## config.mk

```make
export PLATFORM = sky130hd
export DESIGN_NAME = alu_sequencer_flat
export DESIGN_NICKNAME = d
export VERILOG_FILES = /design/src/rtl/alu_sequencer_if.sv /design/src/rtl/alu_sequencer.sv /design/src/flat_wrapper.sv
export SDC_FILE = /design/constraint.sdc
export NUM_CORES = 1
export LEC_CHECK = 0
export ABC_AREA = 1
export CAP_MARGIN = 5
export CORE_ASPECT_RATIO = 1.25
export CORE_UTILIZATION = 60
export CTS_CLUSTER_DIAMETER = 150
export CTS_CLUSTER_SIZE = 25
export DETAILED_ROUTE_END_ITERATION = 6
export GPL_TIMING_DRIVEN = 1
export PLACE_DENSITY = 0.82
export SLEW_MARGIN = 20
export SYNTH_ARGS = -nofsm -noshare
export SYNTH_HDL_FRONTEND = slang
export SYNTH_SLANG_ARGS = --single-unit
```

## constraint.sdc

```tcl
create_clock -name clk -period 8.25 [get_ports clk]
set_input_delay 1.65 -clock clk [delete_from_list [all_inputs] [get_ports clk]]
set_output_delay 1.65 -clock clk [all_outputs]
set_load 0.03 [all_outputs]
```

## src/rtl/alu_sequencer_if.sv

```systemverilog
// Handshake, load, ALU and debug signals of alu_sequencer grouped into one bundle.
// Signal suffixes (_i/_o) are written from the sequencer's point of view.
interface alu_sequencer_if;
  logic        start_i;
  logic [11:0] instr_i;
  logic        ld_en_i;
  logic [2:0]  ld_addr_i;
  logic [15:0] ld_data_i;
  logic [2:0]  alu_op_o;
  logic [15:0] alu_a_o;
  logic [15:0] alu_b_o;
  logic [15:0] alu_y_i;
  logic        alu_carry_i;
  logic        alu_zero_i;
  logic        busy_o;
  logic        done_o;
  logic        flag_c_o;
  logic        flag_z_o;
  logic [2:0]  dbg_addr_i;
  logic [15:0] dbg_data_o;

  modport slave (
    input  start_i, instr_i, ld_en_i, ld_addr_i, ld_data_i,
    input  alu_y_i, alu_carry_i, alu_zero_i, dbg_addr_i,
    output alu_op_o, alu_a_o, alu_b_o, busy_o, done_o,
    output flag_c_o, flag_z_o, dbg_data_o
  );

  modport master (
    output start_i, instr_i, ld_en_i, ld_addr_i, ld_data_i,
    output alu_y_i, alu_carry_i, alu_zero_i, dbg_addr_i,
    input  alu_op_o, alu_a_o, alu_b_o, busy_o, done_o,
    input  flag_c_o, flag_z_o, dbg_data_o
  );
endinterface

```

## src/rtl/alu_sequencer.sv

```systemverilog
// Five-state sequencer driving an external ALU from an 8 x 16 register file.
// One instruction in flight: IDLE -> FETCH -> EXEC -> WRITE -> DONE -> IDLE.
module alu_sequencer (
  input  logic            clk,
  input  logic            rst,
  alu_sequencer_if.slave  bus
);

  typedef enum logic [2:0] {
    S_IDLE  = 3'd0,
    S_FETCH = 3'd1,
    S_EXEC  = 3'd2,
    S_WRITE = 3'd3,
    S_DONE  = 3'd4
  } state_t;

  state_t      state_q;
  logic [15:0] rf_q [8];
  logic [11:0] instr_q;
  logic [15:0] opnd_a_q;
  logic [15:0] opnd_b_q;
  logic [15:0] result_q;
  logic        c_q;
  logic        z_q;
  logic        flag_c_q;
  logic        flag_z_q;
  logic        busy_q;
  logic        done_q;

  // ALU drive comes only from registers, so it holds steady through EXEC and WRITE.
  assign bus.alu_op_o   = instr_q[11:9];
  assign bus.alu_a_o    = opnd_a_q;
  assign bus.alu_b_o    = opnd_b_q;
  assign bus.busy_o     = busy_q;
  assign bus.done_o     = done_q;
  assign bus.flag_c_o   = flag_c_q;
  assign bus.flag_z_o   = flag_z_q;
  assign bus.dbg_data_o = rf_q[bus.dbg_addr_i];

  // Sequencer state, register file and all registered outputs.
  always_ff @(posedge clk or posedge rst) begin
    if (rst) begin
      state_q  <= S_IDLE;
      for (int i = 0; i < 8; i++) begin
        rf_q[i] <= 16'h0000;
      end
      instr_q  <= 12'h000;
      opnd_a_q <= 16'h0000;
      opnd_b_q <= 16'h0000;
      result_q <= 16'h0000;
      c_q      <= 1'b0;
      z_q      <= 1'b0;
      flag_c_q <= 1'b0;
      flag_z_q <= 1'b0;
      busy_q   <= 1'b0;
      done_q   <= 1'b0;
    end else begin
      case (state_q)
        S_IDLE: begin
          // A load on the start edge lands before FETCH reads the file.
          if (bus.ld_en_i) begin
            rf_q[bus.ld_addr_i] <= bus.ld_data_i;
          end
          if (bus.start_i) begin
            instr_q <= bus.instr_i;
            busy_q  <= 1'b1;
            state_q <= S_FETCH;
          end
        end
        S_FETCH: begin
          opnd_a_q <= rf_q[instr_q[5:3]];
          opnd_b_q <= rf_q[instr_q[2:0]];
          state_q  <= S_EXEC;
        end
        S_EXEC: begin
          result_q <= bus.alu_y_i;
          c_q      <= bus.alu_carry_i;
          z_q      <= bus.alu_zero_i;
          state_q  <= S_WRITE;
        end
        S_WRITE: begin
          rf_q[instr_q[8:6]] <= result_q;
          flag_c_q <= c_q;
          flag_z_q <= z_q;
          done_q   <= 1'b1;
          state_q  <= S_DONE;
        end
        S_DONE: begin
          done_q  <= 1'b0;
          busy_q  <= 1'b0;
          state_q <= S_IDLE;
        end
        default: begin
          done_q  <= 1'b0;
          busy_q  <= 1'b0;
          state_q <= S_IDLE;
        end
      endcase
    end
  end

endmodule

```

## src/flat_wrapper.sv

```systemverilog
// flat-port wrapper written by rule: the top's interface ports become plain ports
module alu_sequencer_flat 
  (clk, rst, bus_start_i, bus_instr_i, bus_ld_en_i, bus_ld_addr_i, bus_ld_data_i, bus_alu_y_i, bus_alu_carry_i, bus_alu_zero_i, bus_dbg_addr_i, bus_alu_op_o, bus_alu_a_o, bus_alu_b_o, bus_busy_o, bus_done_o, bus_flag_c_o, bus_flag_z_o, bus_dbg_data_o);
  alu_sequencer_if bus_i ();
  input  logic clk;
  input  logic rst;
  input wire logic [$bits(bus_i.start_i)-1:0] bus_start_i;
  input wire logic [$bits(bus_i.instr_i)-1:0] bus_instr_i;
  input wire logic [$bits(bus_i.ld_en_i)-1:0] bus_ld_en_i;
  input wire logic [$bits(bus_i.ld_addr_i)-1:0] bus_ld_addr_i;
  input wire logic [$bits(bus_i.ld_data_i)-1:0] bus_ld_data_i;
  input wire logic [$bits(bus_i.alu_y_i)-1:0] bus_alu_y_i;
  input wire logic [$bits(bus_i.alu_carry_i)-1:0] bus_alu_carry_i;
  input wire logic [$bits(bus_i.alu_zero_i)-1:0] bus_alu_zero_i;
  input wire logic [$bits(bus_i.dbg_addr_i)-1:0] bus_dbg_addr_i;
  output wire logic [$bits(bus_i.alu_op_o)-1:0] bus_alu_op_o;
  output wire logic [$bits(bus_i.alu_a_o)-1:0] bus_alu_a_o;
  output wire logic [$bits(bus_i.alu_b_o)-1:0] bus_alu_b_o;
  output wire logic [$bits(bus_i.busy_o)-1:0] bus_busy_o;
  output wire logic [$bits(bus_i.done_o)-1:0] bus_done_o;
  output wire logic [$bits(bus_i.flag_c_o)-1:0] bus_flag_c_o;
  output wire logic [$bits(bus_i.flag_z_o)-1:0] bus_flag_z_o;
  output wire logic [$bits(bus_i.dbg_data_o)-1:0] bus_dbg_data_o;
  assign bus_i.start_i = bus_start_i;
  assign bus_i.instr_i = bus_instr_i;
  assign bus_i.ld_en_i = bus_ld_en_i;
  assign bus_i.ld_addr_i = bus_ld_addr_i;
  assign bus_i.ld_data_i = bus_ld_data_i;
  assign bus_i.alu_y_i = bus_alu_y_i;
  assign bus_i.alu_carry_i = bus_alu_carry_i;
  assign bus_i.alu_zero_i = bus_alu_zero_i;
  assign bus_i.dbg_addr_i = bus_dbg_addr_i;
  assign bus_alu_op_o = bus_i.alu_op_o;
  assign bus_alu_a_o = bus_i.alu_a_o;
  assign bus_alu_b_o = bus_i.alu_b_o;
  assign bus_busy_o = bus_i.busy_o;
  assign bus_done_o = bus_i.done_o;
  assign bus_flag_c_o = bus_i.flag_c_o;
  assign bus_flag_z_o = bus_i.flag_z_o;
  assign bus_dbg_data_o = bus_i.dbg_data_o;
  alu_sequencer u_core (.clk(clk), .rst(rst), .bus(bus_i));
endmodule
```

==> run_results.csv, run 1 <==
group,metric,value,unit
yosys,netlist_area,13500,µm²
sta,rsz0062_at_grt,"no",
cts,clock-sinks,197,
power,p_comb_share,53.5,%
detailed_routing,first_iter_violations,2301,
cts,clockRootBuffer,"clkbuf_16",
setup_path,crit_type,"input pin to output port",
sta,setup_viol,0,
sta,max_freq,165,MHz
setup_path,cp-start-kind,"input pin",
finish,nFillCells,2007,
detailed_routing,wirelength,49.5,mm
global_routing,overflow,0,
setup_path,ff2ff_path_depth,7,
placement,port_buffers,110,
setup_path,cp_slowest_cell,"clkdlybuf4s50_1",
power,ir_worst_vdd,457,µV
yosys,synth_seq_area_share,36.7,%
global_routing,track_usage,44.1,%
min_path,hold_path.class,"flip-flop to flip-flop",
floorplanning,start_util,61.8,%
sta,setup_tns,0,ns
finish,final_cell_mix,"nand2_1 (871), nand3_1 (359), dfrtp_1 (195), inv_1 (174), o21ai_0 (164)",
yosys,synthDistinctLibCells,26,
placement,place_hpwl,35.2,mm
sta,clock_skew,0.0151,ns
min_path,hold_end,"u_core.bus.alu_a_o[3]",
detailed_routing,drtPass1Iterations,7,
finish,final_common_cell,"nand2_1",
sta,slew_viol_final,0,
setup_path,r2r_start,"u_core.state_q[1]",
cts,hold_buffers,0,
sta,final.min_clock_period,6.05,ns
cts,clk_path_buf_depth,2,
setup_path,slowest_delay,0.68,ns
min_path,hp-start,"u_core.bus.alu_a_o[3]",
sta,period_share,73.3,%
placement,gp_congestion,1.06,
power,p_per_area,398,nW/µm²
power,sw_frac_of_total,52.0,%
finish,drive_gt1_share,5.60,%
cts,path_clk_slew,0.07,ns
cts,clk_latency,0.45,ns
job,cap_violations,0,
power,clkPwrFrac,14.6,%
status,outcome,"completed",
setup_path,r2r_end,"u_core.rf_q[77]",
cts,post_cts_resized,0,
floorplanning,die-area,23000,µm²
yosys,synthCells,2103,
setup_path,cp_top_family,"buffers and inverters",
yosys,syn_nets,2159,
setup_path,crit_fanout,33,
yosys,synth_warnings,0,
global_routing,grt_pass1_vias,13700,
detailed_routing,viasPerCell,6.14,
sta,tightest_slew,1.12,ns
sta,maxSlewHeadroom,25.0,%
floorplanning,io_pins,111,
finish,multi_input_area,7140,µm²
setup_path,required,6.60,ns
power,switchingPower,0.00309,W
power,p_int,0.00285,W
global_routing,antenna_found_initial,0,
detailed_routing,drt.antenna.violating_nets,0,
detailed_routing,route.detailed.drc,0,
cts,post_cts_buffers,0,
power,p_leak,7.91,nW
floorplanning,core_area,21800,µm²
yosys,ys_ff_latch,197,
floorplanning,dieWidth,136,µm
setup_path,path_cells,"clkdlybuf4s50_1 -> buf_4 -> inv_1 -> a21oi_1 -> o21ai_0 -> nand2_1 -> nand2_1 -> nand2_1 -> clkdlybuf4s50_1",
detailed_routing,dr_total_vias,14800,
global_routing,grt_pass1_wl,76.4,mm
yosys,syn_avg_cell_area,6.40,µm²
setup_path,critPathBufInv,4,
finish,regArea,4930,µm²
power,seqPwrFrac,31.9,%
floorplanning,num_rows,60,
setup_path,cpMostUsedCell,"nand2_1",
floorplanning,fp.dieH,169,µm
min_path,whs_path_depth,2,
cts,tritoncts,"yes",
global_routing,grt_max_degree,124,
finish,final_nets,2168,
sta,hold-worst-slack,0.481,ns
setup_path,rrSetupSlack,5.30,ns
finish,syn2layout_area_growth,11.1,%
cts,numCtsBuffers,17,
sta,hold_viol,0,
setup_path,cp.arrival,4.40,ns
cts,cts_htree_levels,4,
detailed_routing,wl_per_cell,20.6,µm
setup_path,crit_path_end_kind,"output port",
==> Yosys cell counts <==
cell / n / share of area, %
o21ai_0: 164 / 6.1
nor2_1: 39 / 1.1
nand3_1: 359 / 13
nand3_4: 1 / 0.13
o211ai_1: 1 / 0.056
buf_8: 2 / 0.22
nand2_2: 11 / 0.51
o21ai_1: 1 / 0.037
clkbuf_1: 54 / 1.5
nor2_4: 11 / 0.92
dfrtp_1: 197 / 37
inv_4: 2 / 0.093
buf_2: 36 / 1.3
nor2_8: 1 / 0.15
nor2_2: 4 / 0.19
nor3_4: 6 / 0.73
buf_1: 24 / 0.67
mux2_2: 1 / 0.084
nand2_4: 25 / 2.1
inv_1: 178 / 5.0
buf_6: 10 / 0.84
clkinv_1: 2 / 0.056
buf_4: 7 / 0.39
a21oi_1: 90 / 3.3
nand2_1: 871 / 24
inv_2: 6 / 0.17
==> worst max path at each step <==
stage / startpoint / endpoint / cells past startpoint
2_1_floorplan: rst / u_core.bus.alu_a_o[0] / 1
3_3_place_gp: bus_dbg_addr_i[1] / bus_dbg_data_o[5] / 9
3_5_place_dp: bus_dbg_addr_i[1] / bus_dbg_data_o[5] / 9
4_1_cts: bus_dbg_addr_i[1] / bus_dbg_data_o[5] / 9
5_1_grt: bus_dbg_addr_i[1] / bus_dbg_data_o[4] / 9
6_report: bus_dbg_addr_i[1] / bus_dbg_data_o[5] / 9
==> through the flow <==
step / total power, W / cell area (µm²) / setup WS (ns) / util, % / std cells
final: 0.00594 / 14900 / 2.20 / 68.6 / 2405
after global routing: 0.00627 / 14900 / 2.10 / 68.6 / 2404
after CTS: 0.00581 / 14900 / 2.26 / 68.6 / 2404
after detailed placement: 0.00496 / 14300 / 2.27 / 65.9 / 2372
after global placement: 0.00487 / 14300 / 2.37 / 65.9 / 2372
after floorplan: 0.00393 / 13500 / 1.23 / - / 2103
==> sequential cells by signal, summed over array words and instances, names as in the netlist <==
name                 count
u_core.instr_q          12
u_core.bus.flag_z_o      1
u_core.rf_q            128
u_core.bus.busy_o        1
u_core.result_q         16
u_core.bus.alu_b_o      16
u_core.bus.alu_a_o      16
u_core.z_q               1
u_core.bus.flag_c_o      1
u_core.c_q               1
u_core.state_q           3
u_core.bus.done_o        1
==> routing by layer <==
metal	share of wire, %	up-vias	global-route usage, %
li1	-	6690	-
met1	38	6751	58.2
met5	0	-	0
met2	44	1111	67.2
met4	5.1	0	21.0
met3	13	207	11.4
==> cell type report <==
class,instances,share of cell area (%)
antenna,1,0.0168
clock buffer,18,2.94
clock inverter,14,1.07
inverter,188,4.81
multi-input combinational,1585,47.8
sequential,197,33.0
tap,279,2.34
timing repair buffer,123,7.99
==> power groups by stage <==
stage,sequential [W],clock [W],combinational (W)
2_1_floorplan,0.00181,0,0.00212
3_3_place_gp,0.00186,0,0.00302
3_5_place_dp,0.00187,0,0.00309
4_1_cts,0.00185,0.000861,0.00310
5_1_grt,0.00191,0.000895,0.00347
6_report,0.00190,0.000865,0.00318
==> logic make-up (layout without fill, tap and decap cells) <==
logic type	Yosys count	count (layout)	synth area share [%]
AOI/OAI and AO/OA	256	256	9.54
and+or+nand+nor	1328	1328	43.5
DFF	197	197	36.7
other	0	1	0
muxes	1	1	0.0837
buffers and inverters	321	343	10.3
==> tightest hold or removal path, cell delays in order, from the launching register on <==
cell,delay [ns]
dfrtp_1,0.34
nand2_1,0.06
nand2_1,0.05
Power figures use the tool's default switching activity.
==> inputs of run 2 (changes only) <==
- clock period: 8.25 -> 5.7 ns (I/O delays scaled with it)
==> run 2 against run 1 <==
Clock-buffer cell count unchanged. Non-clock buffer count increased by 1. Combinational power increased by 46%. Critical path depth decreased by 4. Wire length decreased by 0.77%. Hold slack improved by 0.0030 ns. Clock power increased by 49%. Die area unchanged. Largest cell class unchanged. Highest routed layer unchanged.
==> run_results.csv, run 2 (same netlist as run 1, synthesis figures left out) <==
group,metric,value,unit
floorplanning,start_util,61.8,%
sta,max_freq,209,MHz
detailed_routing,wl_per_cell,20.4,µm
finish,drive_gt1_share,5.60,%
cts,post_cts_buffers,0,
setup_path,critPathBufInv,3,
floorplanning,dieWidth,136,µm
status,outcome,"completed",
sta,tightest_slew,1.04,ns
detailed_routing,first_iter_violations,2343,
detailed_routing,viasPerCell,6.17,
cts,hold_buffers,0,
power,clkPwrFrac,14.9,%
power,switchingPower,0.00448,W
cts,path_clk_slew,0.07,ns
detailed_routing,wirelength,49.1,mm
cts,clk_path_buf_depth,2,
sta,maxSlewHeadroom,30.7,%
sta,rsz0062_at_grt,"no",
global_routing,track_usage,43.9,%
detailed_routing,route.detailed.drc,0,
power,p_comb_share,53.7,%
setup_path,ff2ff_path_depth,7,
cts,clk_latency,0.45,ns
global_routing,overflow,0,
detailed_routing,drtPass1Iterations,7,
cts,cts_htree_levels,4,
setup_path,crit_type,"input pin to output port",
sta,slew_viol_final,0,
setup_path,crit_path_end_kind,"output port",
power,ir_worst_vdd,578,µV
finish,largest_register,"u_core.rf_q",
power,p_leak,7.93,nW
floorplanning,num_rows,60,
placement,port_buffers,110,
finish,regArea,4930,µm²
sta,setup_tns,0,ns
global_routing,antenna_found_initial,0,
finish,final_common_cell,"nand2_1",
floorplanning,core_area,21800,µm²
floorplanning,die-area,23000,µm²
power,seqPwrFrac,31.4,%
detailed_routing,drt.antenna.violating_nets,0,
global_routing,grt_max_degree,127,
min_path,whs_path_depth,2,
finish,nFillCells,1954,
setup_path,cp-start-kind,"input pin",
sta,period_share,84.1,%
power,p_int,0.00416,W
power,finalPower,0.00864,W
finish,syn2layout_area_growth,11.3,%
setup_path,cp.depth,5,
setup_path,crit_fanout,17,
sta,clock_skew,0.0156,ns
job,cap_violations,0,
setup_path,slowest_delay,0.84,ns
cts,tritoncts,"yes",
floorplanning,io_pins,111,
power,p_per_area,577,nW/µm²
global_routing,grt_pass1_vias,13500,
finish,post-route-util,68.8,%
min_path,hold_path.class,"flip-flop to flip-flop",
placement,place_hpwl,34.3,mm
power,sw_frac_of_total,51.8,%
cts,numCtsBuffers,17,
cts,clock-sinks,197,
setup_path,required,4.56,ns
finish,final_nets,2169,
cts,clockRootBuffer,"clkbuf_16",
finish,multi_input_area,7150,µm²
setup_path,cp_top_family,"buffers and inverters",
setup_path,cp_slowest_cell,"clkdlybuf4s50_1",
floorplanning,fp.dieH,169,µm
finish,largest_register_ffs,128,
sta,hold_viol,0,
global_routing,grt_pass1_wl,76.5,mm
cts,post_cts_resized,0,
placement,gp_congestion,0.992,
finish,antennaDiodeCount,0,
sta,final.min_clock_period,4.79,ns
setup_path,cp.arrival,3.65,ns
sta,setup_viol,0,
setup_path,path_cells,"clkdlybuf4s50_1 -> inv_1 -> nand2_1 -> nand2_1 -> clkdlybuf4s50_1",
finish,final_cell_mix,"nand2_1 (870), nand3_1 (359), dfrtp_1 (195), inv_1 (175), o21ai_0 (164)",
detailed_routing,dr_total_vias,14800,
## run 2: metrics by stage
step           instances  hold WS, ns  worst slack, ns  area [µm²]
2_1_floorplan       2103        0.436             2.01       13500
3_3_place_gp        2373        0.448             1.02       14400
3_5_place_dp        2373        0.465             1.05       14400
4_1_cts             2405        0.485             1.02       15000
5_1_grt             2405        0.511            0.861       15000
6_report            2405        0.484            0.906       15000
## run 2: power by group through the flow
| stage | combinational (W) | sequential (W) | clock (W) |
|---|---|---|---|
| after floorplan | 0.00308 | 0.00261 | 0 |
| after global placement | 0.00441 | 0.00266 | 0 |
| after detailed placement | 0.00449 | 0.00268 | 0 |
| after CTS | 0.00451 | 0.00266 | 0.00128 |
| after global routing | 0.00507 | 0.00274 | 0.00133 |
| final | 0.00464 | 0.00271 | 0.00129 |
## run 2: per-layer routing
metal / up-vias / global-route usage [%] / share of wire, %
li1: 6686 / - / -
met1: 6821 / 60.2 / 38
met2: 1168 / 65.7 / 43
met3: 172 / 11.1 / 14
met4: 0 / 18.7 / 4.2
met5: - / 0 / 0
## run 2: path summary, 6_finish.rpt
check	start	endpoint	slack (ns)
max	bus_dbg_addr_i[2]	bus_dbg_data_o[4]	0.91
min	u_core.bus.alu_a_o[10]	u_core.bus.alu_a_o[10]	0.48
max reg2reg	u_core.state_q[1]	u_core.rf_q[77]	2.70
min reg2reg	u_core.bus.alu_a_o[10]	u_core.bus.alu_a_o[10]	0.48
max in group asynchronous	rst	u_core.rf_q[21]	3.30
min in group asynchronous	rst	u_core.bus.alu_b_o[7]	1.23
## run 2: layout make-up
class | instances | area share (%)
multi-input cells | 1585 | 47.7
flip-flops and latches | 197 | 32.9
repair buffers | 124 | 8.10
inverters | 188 | 4.77
clock buffers | 18 | 2.87
well taps | 279 | 2.33
clock inverters | 14 | 1.27
## run 2: worst reg2reg max path: stages (launching register included)
cell and delay, ns:
dfrtp_1 0.47, nand3_4 0.58, inv_4 0.30, nor2_2 0.70
nand2_4 0.31, nand2_4 0.33, nand2_1 0.14, nand2_1 0.09
==> inputs of run 3 (changes only) <==
- CORE_UTILIZATION: 60 -> 54
- PLACE_DENSITY: 0.82 -> 0.78
- clock period: 5.7 -> 3.9 ns (I/O delays scaled with it)
==> run 3 against run 2 <==
The run now ends with design-rule violations left. Largest power group unchanged. Global-route usage down 6.7 points. Critical path type unchanged. Sequential share of layout area is 0.46 points lower. Total power is 44% higher.
==> run_results.csv, run 3 (same netlist as run 1, synthesis figures left out) <==
group,metric,value,unit
detailed_routing,drt.antenna.violating_nets,0,
cts,hold_buffers,0,
floorplanning,start_util,54.9,%
floorplanning,io_pins,111,
placement,postPlaceCellArea,14600,µm²
detailed_routing,first_iter_violations,1900,
cts,clk_path_buf_depth,2,
cts,cts_htree_levels,4,
floorplanning,dieWidth,143,µm
setup_path,cpMostUsedCell,"nand2_1",
status,outcome,"finished, violations left",
sta,max_freq,289,MHz
setup_path,cp_top_family,"buffers and inverters",
power,ir_worst_vdd,572,µV
sta,setup_tns,0,ns
setup_path,cp.arrival,2.68,ns
global_routing,use_met1,53.2,%
finish,final_area,15200,µm²
setup_path,path_cells,"clkdlybuf4s50_1 -> clkinvlp_4 -> a21oi_1 -> o21ai_0 -> nand2_1 -> nand2_1 -> nand2_1 -> buf_4",
placement,place_hpwl,32.9,mm
finish,final_common_cell,"nand2_1",
setup_path,crit_fanout,32,
global_routing,grt_use_met2,56.5,%
finish,nFillCells,2374,
global_routing,track_usage,37.2,%
setup_path,slowest_delay,0.52,ns
setup_path,cp-start-kind,"input pin",
cts,tritoncts,"yes",
floorplanning,core_area,24500,µm²
job,cap_violations,0,
floorplanning,fp.dieH,178,µm
global_routing,grt_pass1_wl,72.4,mm
sta,maxSlewHeadroom,34.1,%
sta,setup_viol,0,
floorplanning,num_rows,64,
setup_path,crit_type,"input pin to output port",
placement,port_buffers,110,
global_routing,use_met3,7.30,%
detailed_routing,route.detailed.drc,7,
sta,rsz0062_at_grt,"no",
status,violations,"design-rule violations",
min_path,whs_path_depth,2,
finish,final_nets,2186,
cts,clock-sinks,197,
finish,antennaDiodeCount,0,
detailed_routing,dr_total_vias,14400,
global_routing,grt_pass1_vias,13000,
min_path,hold_path.class,"flip-flop to flip-flop",
cts,clk_latency,0.45,ns
sta,period_share,88.7,%
cts,clockRootBuffer,"clkbuf_16",
setup_path,r2r_end,"u_core.rf_q[2]",
power,p_leak,8.04,nW
sta,tightest_slew,0.988,ns
detailed_routing,viasPerCell,5.82,
global_routing,antenna_found_initial,0,
setup_path,rrSetupSlack,1.49,ns
min_path,hold_end,"u_core.bus.flag_c_o",
setup_path,crit_path_end_kind,"output port",
global_routing,grt-busiest-layer,"met2",
detailed_routing,wirelength,45.4,mm
detailed_routing,drtPass1Iterations,7,
finish,largest_register,"u_core.rf_q",
cts,path_clk_slew,0.07,ns
finish,largest_register_ffs,128,
cts,numCtsBuffers,17,
finish,post-route-util,62.0,%
finish,syn2layout_area_growth,12.9,%
setup_path,r2r_start,"u_core.state_q[1]",
placement,gp_congestion,0.940,
detailed_routing,wl_per_cell,18.4,µm
setup_path,critPathBufInv,3,
finish,drive_gt1_share,7.19,%
setup_path,cp_slowest_cell,"clkdlybuf4s50_1",
sta,slew_viol_final,0,
floorplanning,die-area,25500,µm²
power,p_per_area,820,nW/µm²
setup_path,ff2ff_path_depth,7,
sta,hold_viol,0,
setup_path,required,3.12,ns
sta,clock_skew,0.00712,ns
finish,final_cell_mix,"nand2_1 (870), nand3_1 (359), dfrtp_1 (195), inv_1 (174), o21ai_0 (164)",
global_routing,grt_max_degree,65,
sta,final.min_clock_period,3.46,ns
global_routing,overflow,0,
min_path,hp-start,"u_core.c_q",
[run 3: through the flow]
step / hold slack [ns] / setup slack (ns) / instances / total power, W
floorplan: 0.436 / 0.574 / 2103 / 0.00831
global placement: 0.458 / 0.533 / 2441 / 0.0102
detailed placement: 0.464 / 0.517 / 2441 / 0.0104
CTS: 0.480 / 0.518 / 2473 / 0.0123
global route: 0.506 / 0.230 / 2473 / 0.0133
finish: 0.474 / 0.440 / 2473 / 0.0124
[run 3: area by class of cell]
type,count,area [µm²],area share [%]
Sequential cell,197,4930,32.5
Multi-Input combinational cell,1585,7150,47.1
Timing Repair Buffer,141,1350,8.90
Inverter,188,718,4.73
Tap cell,330,413,2.72
Clock inverter,13,171,1.13
Clock buffer,19,453,2.98
[run 3: repair_timing]
action / in CTS / in global routing
endpoints found under the hold margin: 0 / 0
setup endpoints to repair: 0 / 7
gates resized for setup: 0 / 1
setup buffers: 0 / 0
[run 3: worst min-delay path, delay by kind of cell (launching register included)]
kind             cells  cell delay, ns
AND/OR/NAND/NOR      2            0.10
flip-flops           1            0.34
[run 3: power breakdown]
group	internal, W	leakage [nW]	total, W	switching, W
registers	0.00300	2.47	0.00389	0.000890
logic	0.00214	5.27	0.00666	0.00452
clock network	0.00106	0.300	0.00190	0.000846
[run 3: worst max-delay path by stage]
stage	from	end	cells after the start
2_1_floorplan	rst	u_core.bus.alu_a_o[0]	1
3_3_place_gp	bus_dbg_addr_i[1]	bus_dbg_data_o[3]	8
3_5_place_dp	bus_dbg_addr_i[1]	bus_dbg_data_o[1]	8
4_1_cts	bus_dbg_addr_i[1]	bus_dbg_data_o[1]	8
5_1_grt	bus_dbg_addr_i[1]	bus_dbg_data_o[9]	8
6_report	bus_dbg_addr_i[1]	bus_dbg_data_o[1]	8
[run 3: per-layer routing]
metal  vias up  share of wire (%)
li1       6716                  -
met1      6698                 43
met2       874                 45
met3        96                 11
met4         0                2.2
met5         -                  0
